File: config.mk
export PLATFORM = sky130hd
export DESIGN_NAME = sram_port_arbiter
export DESIGN_NICKNAME = d
export VERILOG_FILES = /design/src/rtl/sram_port_arbiter_pkg.sv /design/src/rtl/sram_port_arbiter.sv
export SDC_FILE = /design/constraint.sdc
export NUM_CORES = 1
export LEC_CHECK = 0
export BUFFER_PORTS_ARGS = -buffer_cell sky130_fd_sc_hd__buf_2
export CAP_MARGIN = 10
export CORE_MARGIN = 2
export CORE_UTILIZATION = 26
export DETAILED_ROUTE_END_ITERATION = 12
export GPL_TIMING_DRIVEN = 0
export PLACE_DENSITY_LB_ADDON = 0.12
export SYNTH_ARGS = -nofsm -noshare
export SYNTH_HDL_FRONTEND = slang
export SYNTH_SLANG_ARGS = --single-unit
File: constraint.sdc
create_clock -name clk -period 1.43 [get_ports clk]
set_input_delay 0.143 -clock clk [delete_from_list [all_inputs] [get_ports clk]]
set_output_delay 0.143 -clock clk [all_outputs]
set_load 0.01 [all_outputs]
File: src/rtl/sram_port_arbiter_pkg.sv
// Shared types and constants for the SRAM port arbiter: FSM encoding and the
// downstream write-flag derivation.
package sram_port_arbiter_pkg;

    typedef enum logic [2:0] {
        IDLE   = 3'd0,
        I_ADDR = 3'd1,
        I_DATA = 3'd2,
        D_ADDR = 3'd3,
        D_DATA = 3'd4
    } arbState_t;

    localparam logic MEM_WR_READ = 1'b0;
    localparam logic [3:0] WEN_NONE = 4'b0000;

    // Any byte enable set makes the downstream access a write.
    function automatic logic memWrOf(input logic [3:0] wen);
        return |wen;
    endfunction

endpackage

File: src/rtl/sram_port_arbiter.sv
// Arbitrates one single-outstanding SRAM-like port between fetch and data
// sides; data wins, and cancelled fetch responses are swallowed.
module sram_port_arbiter
    import sram_port_arbiter_pkg::*;
#(
    parameter int ADDR_W = 32,
    parameter int DATA_W = 32
) (
    input  logic              clk,
    input  logic              rst,
    input  logic              inst_req,
    input  logic [ADDR_W-1:0] inst_addr,
    input  logic              inst_cancel,
    output logic [DATA_W-1:0] inst_rdata,
    output logic              inst_data_ok,
    input  logic              data_req,
    input  logic [3:0]        data_wen,
    input  logic [ADDR_W-1:0] data_addr,
    input  logic [DATA_W-1:0] data_wdata,
    output logic [DATA_W-1:0] data_rdata,
    output logic              data_data_ok,
    output logic              mem_req,
    output logic              mem_wr,
    output logic [3:0]        mem_wen,
    output logic [ADDR_W-1:0] mem_addr,
    output logic [DATA_W-1:0] mem_wdata,
    input  logic              mem_addr_ok,
    input  logic              mem_data_ok,
    input  logic [DATA_W-1:0] mem_rdata
);

    arbState_t state, nextState;
    logic      drop, nextDrop;
    logic      grantInst, grantData;
    logic      instDone, dataDone;

    always_comb begin
        nextState = state;
        nextDrop  = drop;
        grantInst = 1'b0;
        grantData = 1'b0;
        instDone  = 1'b0;
        dataDone  = 1'b0;
        case (state)
            IDLE: begin
                if (data_req) begin
                    nextState = D_ADDR;
                    grantData = 1'b1;
                end else if (inst_req) begin
                    nextState = I_ADDR;
                    grantInst = 1'b1;
                end
            end
            I_ADDR: begin
                if (mem_addr_ok) begin
                    if (mem_data_ok) begin
                        nextState = IDLE;
                        instDone  = 1'b1;
                    end else begin
                        nextState = I_DATA;
                    end
                end
            end
            I_DATA: begin
                if (mem_data_ok) begin
                    nextState = IDLE;
                    instDone  = 1'b1;
                end
            end
            D_ADDR: begin
                if (mem_addr_ok) begin
                    if (mem_data_ok) begin
                        nextState = IDLE;
                        dataDone  = 1'b1;
                    end else begin
                        nextState = D_DATA;
                    end
                end
            end
            D_DATA: begin
                if (mem_data_ok) begin
                    nextState = IDLE;
                    dataDone  = 1'b1;
                end
            end
            default: nextState = IDLE;
        endcase

        // A cancel only matters while a fetch owns the port; the flag lives
        // until the transaction drains back to IDLE.
        if ((state == I_ADDR || state == I_DATA) && inst_cancel)
            nextDrop = 1'b1;
        if (nextState == IDLE)
            nextDrop = 1'b0;
    end

    always_ff @(posedge clk) begin
        if (rst) begin
            state     <= IDLE;
            drop      <= 1'b0;
            mem_wr    <= MEM_WR_READ;
            mem_wen   <= WEN_NONE;
            mem_addr  <= '0;
            mem_wdata <= '0;
        end else begin
            state <= nextState;
            drop  <= nextDrop;
            if (grantData) begin
                mem_wr    <= memWrOf(data_wen);
                mem_wen   <= data_wen;
                mem_addr  <= data_addr;
                mem_wdata <= data_wdata;
            end else if (grantInst) begin
                mem_wr    <= MEM_WR_READ;
                mem_wen   <= WEN_NONE;
                mem_addr  <= inst_addr;
                mem_wdata <= '0;
            end
        end
    end

    assign mem_req = (state == I_ADDR) || (state == D_ADDR);

    // Completion is a combinational pass-through of the downstream handshake;
    // a cancel arriving with the response suppresses it as well.
    assign inst_data_ok = instDone & ~drop & ~inst_cancel & ~rst;
    assign data_data_ok = dataDone & ~rst;
    assign inst_rdata   = mem_rdata;
    assign data_rdata   = mem_rdata;

endmodule

==> impl_metrics.py, run 1 <==
metrics = {
    "setup_path": {
        "r2r_end": "mem_wdata[15]",
        "crit_path_start_kind": "register",
        "cp-end-kind": "output port",
        "r2r-start": "state[2]",
        "worstPathArrival_ns": 1.43,
        "worstPathRequired_ns": 1.29,
        "crit_fanout": 6,
        "crit_type": "register to output port",
        "r2r.worst_path.cells": 6,
        "r2r_slack_ns": -0.05,
    },
    "timing": {
        "fmax_mhz": 636,
        "finalHoldViolations": 0,
        "skew_ns": 0.00635,
        "finalCritPeriodShare_pct": 110,
        "holdWs_ns": 0.0646,
        "slew_headroom_pct": 55.2,
        "rsz0062_at_grt": "true",
        "setup_viol": 9,
        "fin_ws_ns": -0.142,
        "min_period_ns": 1.57,
        "maxSlewViolCount": 0,
        "tightest_slew_ns": 0.673,
    },
    "cells_and_area": {
        "nets": 774,
        "post-route-util_pct": 46.8,
        "fillCellCount": 1226,
        "drive_gt1_share_pct": 68.8,
        "antenna_cells": 0,
        "area_delta_synth_final_pct": 73.9,
        "final_area_sq_mm": 0.00567,
    },
    "run_status": {
        "violations": "negative setup slack",
        "run_status": "complete, but fails checks",
    },
    "synthesis": {
        "synth-seq-cells": 73,
        "yosysTopAreaCell": "dfxtp_1",
        "post_synth.cell_area_avg_sq_um": 8.86,
        "syn_inst": 368,
        "ys_async_sr_fraction_pct": 0,
        "yosys-top-cells-count": "dfxtp_1 (73), nor2_1 (71), buf_4 (70), a22oi_1 (36)",
        "synth_fp_nets": 507,
        "ys_types": 31,
        "synth_area_leaders": "dfxtp_1 (45%), buf_4 (16%), a22oi_1 (8.3%), nor2_1 (8.2%), a211oi_1 (7.4%)",
        "synth-main-ff-cell": "dfxtp_1",
        "yosysMostFrequentCell": "dfxtp_1",
        "synth_edf_count": 0,
        "synthesis.area_sq_mm": 0.00326,
        "ys_warn_count": 0,
        "seq_area_frac_synth_pct": 44.8,
        "synth_top_area_share_pct": 44.8,
    },
    "place": {
        "dpl.hpwl_mm": 7.93,
        "numPortBuffers": 241,
        "place_area_sq_mm": 0.00468,
        "place.gp.congestion": 0.737,
    },
    "drt": {
        "route.vias.total": 3567,
        "antenna_left": 0,
        "drc": 0,
        "drt-initial-drc-count": 86,
        "routed_wl_mm": 11.1,
        "post_drt_wl_per_cell_um": 13.7,
        "routed_via_density": 4.41,
        "dr.pass1.iters": 4,
    },
    "floorplanning": {
        "ioPinCount": 275,
        "fp.dieW_um": 116,
        "rows": 40,
        "start_util_pct": 26.9,
        "core-area_sq_mm": 0.0121,
        "die_h_um": 116,
        "die_area_sq_mm": 0.0135,
    },
    "clock_tree": {
        "clockBufferDepth": 2,
        "cts-root-buf": "clkbuf_16",
        "cts_buffers": 9,
        "path_clk_slew_ns": 0.06,
        "cts.htree.levels": 3,
        "clock_latency_ns": 0.33,
        "clock-sinks": 73,
        "cts_tree": "yes",
    },
    "grt": {
        "groute.usage.overall_pct": 15.1,
        "grt.overflow.total": 0,
        "grt_pass1_vias": 3267,
        "grt_max_degree": 14,
        "antenna_found_initial": 0,
        "grt_pass1_wl_mm": 15.9,
    },
    "job": {
        "maxCapViolations": 0,
    },
    "worst_hold_path": {
        "whs_path_depth": 3,
        "worstHoldStart": "data_wdata[10]",
        "hold_path_end": "mem_wdata[10]",
        "hold_path.class": "input pin to register",
    },
    "power": {
        "vdd_drop_max_mv": 0.515,
        "leakage_nw": 2.69,
        "power_density_mw_per_mm2": 1180,
    },
}
-- report_power, final --
group | internal [W] | switching, W | total [W]
Sequential | 0.00225 | 0.000153 | 0.00241
Clock | 0.00136 | 0.000890 | 0.00225
Combinational | 0.00103 | 0.000991 | 0.00202
Total | 0.00464 | 0.00204 | 0.00668
-- cells in the final DEF, fill, tap and decap left out, types with 10 or more instances in the layout --
cell	n
buf_2	240
buf_4	75
dfxtp_1	70
nor2_1	51
a22oi_2	36
o22ai_1	32
a211oi_2	21
nor2_2	18
clkbuf_1	14
buf_6	12
a211oi_1	12
clkbuf_16	10
-- sequential cells by signal, indices dropped and copies added, names as in the netlist --
| signal | count |
|---|---|
| mem_wen | 4 |
| drop | 1 |
| mem_addr | 32 |
| mem_wdata | 32 |
| state | 3 |
| mem_wr | 1 |
-- critical path: stages (launching register included) --
cell,delay [ns]
dfxtp_4,0.37
or3_4,0.34
nor4_4,0.22
buf_4,0.17
-- per-stage QoR --
step | worst slack, ns | setup TNS (ns) | total power [W] | instances
final | -0.142 | -0.344 | 0.00668 | 808
after global routing | -0.194 | -3.93 | 0.00705 | 808
after CTS | -0.135 | -0.277 | 0.00650 | 806
after detailed placement | -0.290 | -12.85 | 0.00393 | 777
after global placement | -0.269 | -12.69 | 0.00392 | 777
after floorplan | 0.000682 | 0 | 0.00332 | 368
-- metal layers --
layer	wire, um	part of all wire, %	global-route usage, %	vias up
li1	-	-	-	1793
met3	978	8.8	5.02	8
met4	106	0.96	4.52	0
met5	0	0	0	-
met2	5250	47	25.4	163
met1	4740	43	18.5	1603
-- area by class of cell --
class | instances | area, sq um | area share (%)
Multi-Input combinational cell | 197 | 1560 | 27.6
Sequential cell | 73 | 1470 | 25.9
Timing Repair Buffer | 260 | 1420 | 25.1
Buffer | 90 | 698 | 12.3
Clock buffer | 10 | 229 | 4.04
Tap cell | 168 | 210 | 3.71
Clock inverter | 6 | 67.6 | 1.19
Inverter | 4 | 15.0 | 0.265
-- timing repair --
item	4_1_cts	5_1_grt
buffers inserted	10	2
hold buffers	1	0
pin swaps	17	50
endpoints found under the setup margin	72	70
endpoints found under the hold margin	1	0
gates cloned	5	1
gates resized for setup	57	79
-- cells by family (layout without fill, tap and decap cells) --
| kind of cell | after synthesis | in the layout | share of synthesized area [%] |
|---|---|---|---|
| compound gates | 113 | 113 | 24.7 |
| flops | 73 | 73 | 44.8 |
| xor+xnor | 1 | 1 | 0.269 |
| simple gates | 83 | 83 | 10.4 |
| buf+inv | 98 | 370 | 19.8 |
-- how the worst max path moves through the flow --
stage / start / end / slack (ns) / cells after the start
final: state[2] / inst_data_ok / -0.14 / 3
after global routing: state[2] / inst_data_ok / -0.19 / 3
after CTS: state[0] / data_data_ok / -0.14 / 5
after detailed placement: state[0] / mem_wdata[11] / -0.29 / 7
after global placement: state[0] / mem_wdata[18] / -0.27 / 7
after floorplan: state[0] / drop / 0.0007 / 5
(Power assumes the default switching activity.)
==> run 2, diff against run 1 <==
==> constraint.sdc (replaced) <==
create_clock -name clk -period 1.9 [get_ports clk]
set_input_delay 0.19 -clock clk [delete_from_list [all_inputs] [get_ports clk]]
set_output_delay 0.19 -clock clk [all_outputs]
set_load 0.01 [all_outputs]
==> run 2 against run 1 <==
Against the previous run: clock skew shrank 0.0012 ns; cell count down 1.7%; the flow now finishes without violations; die area did not move; clock power shrank 18%; worst setup slack better by 0.25 ns; first-iteration DRC count up 42%; power down 29%; register-to-register slack improved by 0.37 ns; critical path type unchanged.
==> impl_metrics.py, run 2 (synthesis results as in run 1) <==
metrics = {
    "timing": {
        "tightest_slew_ns": 0.575,
        "rsz0062_at_grt": "false",
        "maxSlewViolCount": 0,
        "skew_ns": 0.00511,
        "setup_viol": 0,
        "fmax_mhz": 558,
        "min_period_ns": 1.79,
        "slew_headroom_pct": 61.7,
        "finalCritPeriodShare_pct": 94.3,
        "finalHoldViolations": 0,
        "setup-tns-final_ns": 0,
    },
    "cells_and_area": {
        "multi_input_area_sq_mm": 0.00116,
        "post-route-util_pct": 41.4,
        "nets": 760,
        "antenna_cells": 0,
        "final_cell_mix": "buf_2 (246), dfxtp_1 (73), nor2_1 (71), buf_4 (71), a22oi_1 (36)",
        "layout_commonest_cell": "buf_2",
        "final-seq-area_sq_mm": 0.00146,
        "drive_gt1_share_pct": 54.0,
        "area_delta_synth_final_pct": 53.9,
        "fillCellCount": 1272,
        "reg.largest.list": "mem_addr x32, mem_wdata x32, mem_wen x4",
    },
    "setup_path": {
        "r2r_end": "mem_addr[23]",
        "crit_path_start_kind": "register",
        "r2r-start": "state[0]",
        "startpoint": "state[0]",
        "worstPathArrival_ns": 1.60,
        "cp-end-kind": "output port",
        "worstPathRequired_ns": 1.71,
        "r2r.worst_path.cells": 7,
        "crit_end": "data_data_ok",
        "crit_type": "register to output port",
        "r2r_slack_ns": 0.32,
        "crit_fanout": 8,
    },
    "job": {
        "maxCapViolations": 0,
    },
    "drt": {
        "routed_via_density": 4.33,
        "post_drt_wl_per_cell_um": 12.8,
        "routed_wl_mm": 10.2,
        "drt-initial-drc-count": 122,
        "antenna_left": 0,
        "route.vias.total": 3439,
        "dr.pass1.iters": 4,
        "drc": 0,
    },
    "power": {
        "leakage_nw": 2.53,
        "power_density_mw_per_mm2": 949,
        "vdd_drop_max_mv": 0.302,
    },
    "clock_tree": {
        "cts_buffers": 9,
        "clockBufferDepth": 2,
        "cts_tree": "yes",
        "cts-root-buf": "clkbuf_16",
        "clock_latency_ns": 0.33,
        "path_clk_slew_ns": 0.06,
        "cts.htree.levels": 3,
        "clock-sinks": 73,
    },
    "place": {
        "dpl.hpwl_mm": 8.04,
        "place.gp.congestion": 0.804,
        "numPortBuffers": 241,
    },
    "grt": {
        "antenna_found_initial": 0,
        "groute.usage.overall_pct": 14.3,
        "grt_pass1_wl_mm": 15.1,
        "grt_pass1_vias": 3194,
        "grt.overflow.total": 0,
        "grt_max_degree": 13,
    },
    "floorplanning": {
        "die_area_sq_mm": 0.0135,
        "ioPinCount": 275,
        "rows": 40,
        "fp.dieW_um": 116,
        "die_h_um": 116,
        "core-area_sq_mm": 0.0121,
        "start_util_pct": 26.9,
    },
    "worst_hold_path": {
        "hold_path.class": "input pin to register",
    },
    "run_status": {
        "run_status": "completed",
    },
}
run 2: layout make-up:
type | instances | area share (%)
multi-input combinational | 197 | 23.1
inverter | 4 | 0.299
timing repair buffer | 242 | 24.2
sequential | 73 | 29.1
clock inverter | 5 | 1.55
clock buffer | 11 | 5.04
buffer | 94 | 12.5
tap | 168 | 4.19
run 2: power by group:
part	internal, W	total [W]	switching [W]
clock network	0.00122	0.00184	0.000628
registers	0.00170	0.00177	0.0000774
logic	0.000543	0.00115	0.000604
run 2: layer usage:
metal | up-vias | track usage [%] | routed length, um
li1 | 1753 | - | -
met1 | 1497 | 16.0 | 4160
met2 | 180 | 23.9 | 4630
met3 | 9 | 6.17 | 1250
met4 | 0 | 5.48 | 121
met5 | - | 0 | 0
run 2: timing repair:
item / in CTS / in global routing
resized for setup: 0 / 1
hold buffers: 0 / 0
endpoints found under the setup margin: 0 / 11
setup buffers: 0 / 1
run 2: worst min path at each step:
stage                            from       end  slack (ns)  cells past startpoint
after floorplan           mem_data_ok  state[2]        0.27                      1
after global placement    mem_data_ok  state[2]        0.41                      2
after detailed placement  mem_data_ok  state[2]        0.41                      2
after CTS                 mem_data_ok  state[2]        0.06                      2
after global routing      mem_data_ok  state[2]        0.06                      2
final                     mem_data_ok  state[2]        0.06                      2
run 2: critical path: stages, from the launching register on:
cell and delay, ns:
dfxtp_1 0.30, buf_2 0.19, nor2b_2 0.23, a32oi_1 0.16
nor3_1 0.21, buf_2 0.18
run 2: stage by stage:
step	hold WS (ns)	instances	worst slack [ns]	total power [W]	area (sq um)
2_1_floorplan	0.269	368	0.445	0.00249	3260
3_3_place_gp	0.413	777	0.108	0.00295	4680
3_5_place_dp	0.408	777	0.106	0.00296	4680
4_1_cts	0.0551	793	0.0420	0.00484	5010
5_1_grt	0.0558	794	0.0382	0.00502	5020
6_report	0.0592	794	0.109	0.00476	5020
==> run 3, diff against run 2 <==
==> constraint.sdc (replaced) <==
create_clock -name clk -period 2 [get_ports clk]
set_input_delay 0.2 -clock clk [delete_from_list [all_inputs] [get_ports clk]]
set_output_delay 0.2 -clock clk [all_outputs]
set_load 0.01 [all_outputs]
==> run 3 against run 2 <==
Against the previous run: sequential share of layout area increased by 0.058 points; worst setup slack improved by 0.038 ns; critical path depth unchanged; sequential power is 5% lower; utilization down 0.083 points; power shrank 5.1%.
==> impl_metrics.py, run 3 (synthesis results as in run 1) <==
metrics = {
    "run_status": {
        "run_status": "completed",
    },
    "place": {
        "numPortBuffers": 241,
        "placed_cells": 777,
        "dpl.hpwl_mm": 8.04,
        "place_area_sq_mm": 0.00468,
        "place.gp.congestion": 0.804,
    },
    "worst_hold_path": {
        "whs_path_depth": 2,
        "hold_path.class": "input pin to register",
    },
    "setup_path": {
        "r2r.worst_path.cells": 7,
        "path_cells": "buf_2 -> nor2b_1 -> a32oi_1 -> nor3_1 -> buf_2",
        "crit_fanout": 8,
        "cpPeakStageDelay_ns": 0.30,
        "crit_type": "register to output port",
        "worstPathRequired_ns": 1.80,
        "crit_path_start_kind": "register",
        "critPathSlowestCell": "dfxtp_1",
        "worstPathArrival_ns": 1.65,
        "cp-end-kind": "output port",
        "cpMostUsedCell": "buf_2",
    },
    "clock_tree": {
        "cts_buffers": 9,
        "ctsHoldBuffers": 0,
        "cts_resized": 0,
        "clock_latency_ns": 0.33,
        "clock-sinks": 73,
        "cts_tree": "yes",
        "post_cts_buffers": 0,
        "clockBufferDepth": 2,
        "path_clk_slew_ns": 0.06,
        "cts.htree.levels": 3,
        "cts-root-buf": "clkbuf_16",
    },
    "timing": {
        "skew_ns": 0.00515,
        "tightest_slew_ns": 0.567,
        "min_period_ns": 1.85,
        "finalCritPeriodShare_pct": 92.6,
        "setup_viol": 0,
        "rsz0062_at_grt": "false",
        "slew_headroom_pct": 62.2,
        "fmax_mhz": 540,
        "finalHoldViolations": 0,
        "setup-tns-final_ns": 0,
        "maxSlewViolCount": 0,
    },
    "grt": {
        "grt.overflow.total": 0,
        "grt_max_degree": 13,
        "groute.usage.overall_pct": 14.3,
        "grt_pass1_vias": 3194,
        "grt_pass1_wl_mm": 15.1,
        "antenna_found_initial": 0,
    },
    "power": {
        "vdd_drop_max_mv": 0.286,
        "leakage_nw": 2.52,
        "power_density_mw_per_mm2": 903,
    },
    "floorplanning": {
        "core-area_sq_mm": 0.0121,
        "die_h_um": 116,
        "start_util_pct": 26.9,
        "fp.dieW_um": 116,
        "die_area_sq_mm": 0.0135,
        "ioPinCount": 275,
        "rows": 40,
    },
    "drt": {
        "drt-initial-drc-count": 117,
        "routed_via_density": 4.32,
        "drc": 0,
        "dr.pass1.iters": 4,
        "route.vias.total": 3424,
        "post_drt_wl_per_cell_um": 12.8,
        "routed_wl_mm": 10.1,
        "antenna_left": 0,
    },
    "job": {
        "maxCapViolations": 0,
    },
    "cells_and_area": {
        "final_cells": 793,
        "layout_commonest_cell": "buf_2",
        "final_cell_mix": "buf_2 (246), dfxtp_1 (73), nor2_1 (71)",
        "drive_gt1_share_pct": 53.8,
        "reg.largest.list": "mem_addr x32, mem_wdata x32, mem_wen x4",
        "final_area_sq_mm": 0.00501,
        "antenna_cells": 0,
        "nets": 759,
        "area_delta_synth_final_pct": 53.6,
    },
}
[run 3: cell types whose count changed in the layout (fill, tap and decap cells not counted), sizes merged]
cell / before / now
buf: 319 / 318
[run 3: critical path: cells and delay by family, from the launching register on]
kind | cells | cell delay (ns)
DFF | 1 | 0.30
buffers and inverters | 2 | 0.37
AOI/OAI and AO/OA | 1 | 0.18
and+or+nand+nor | 2 | 0.48
[run 3: where the power goes]
group	total, W	internal (W)	switching, W	leakage [nW]
combinational	0.00108	0.000510	0.000572	1.76
sequential	0.00168	0.00161	0.0000736	0.602
clock	0.00175	0.00115	0.000598	0.162
[run 3: worst paths after layout]
kind | from | to | slack [ns]
min | mem_data_ok | state[2] | 0.07
max reg2reg | state[1] | mem_wdata[9] | 0.23
max | state[0] | data_data_ok | 0.15
min reg2reg | mem_wr | mem_wr | 0.46
[run 3: layout make-up]
cell class              count  area (sq um)
fillers                  1271          7100
flip-flops and latches     73          1460
repair buffers            241          1210
multi-input cells         197          1150
plain buffers              94           629
clock buffers              11           253
well taps                 168           210
clock inverters             5          77.6
inverters                   4          15.0
[run 3: per-layer routing]
metal,track usage (%),vias to the layer above,share of wire (%)
li1,-,1752,-
met1,16.0,1483,41
met2,23.9,180,45
met3,6.17,9,12
met4,5.48,0,1.2
met5,0,-,0
[run 3: metrics by stage]
step / hold slack (ns) / total power (W) / setup WS, ns / util (%)
floorplan: 0.279 / 0.00237 / 0.545 / -
global placement: 0.423 / 0.00281 / 0.208 / 38.6
detailed placement: 0.418 / 0.00281 / 0.206 / 38.6
CTS: 0.0651 / 0.00460 / 0.132 / 41.3
global route: 0.0658 / 0.00477 / 0.0116 / 41.3
finish: 0.0693 / 0.00452 / 0.147 / 41.3
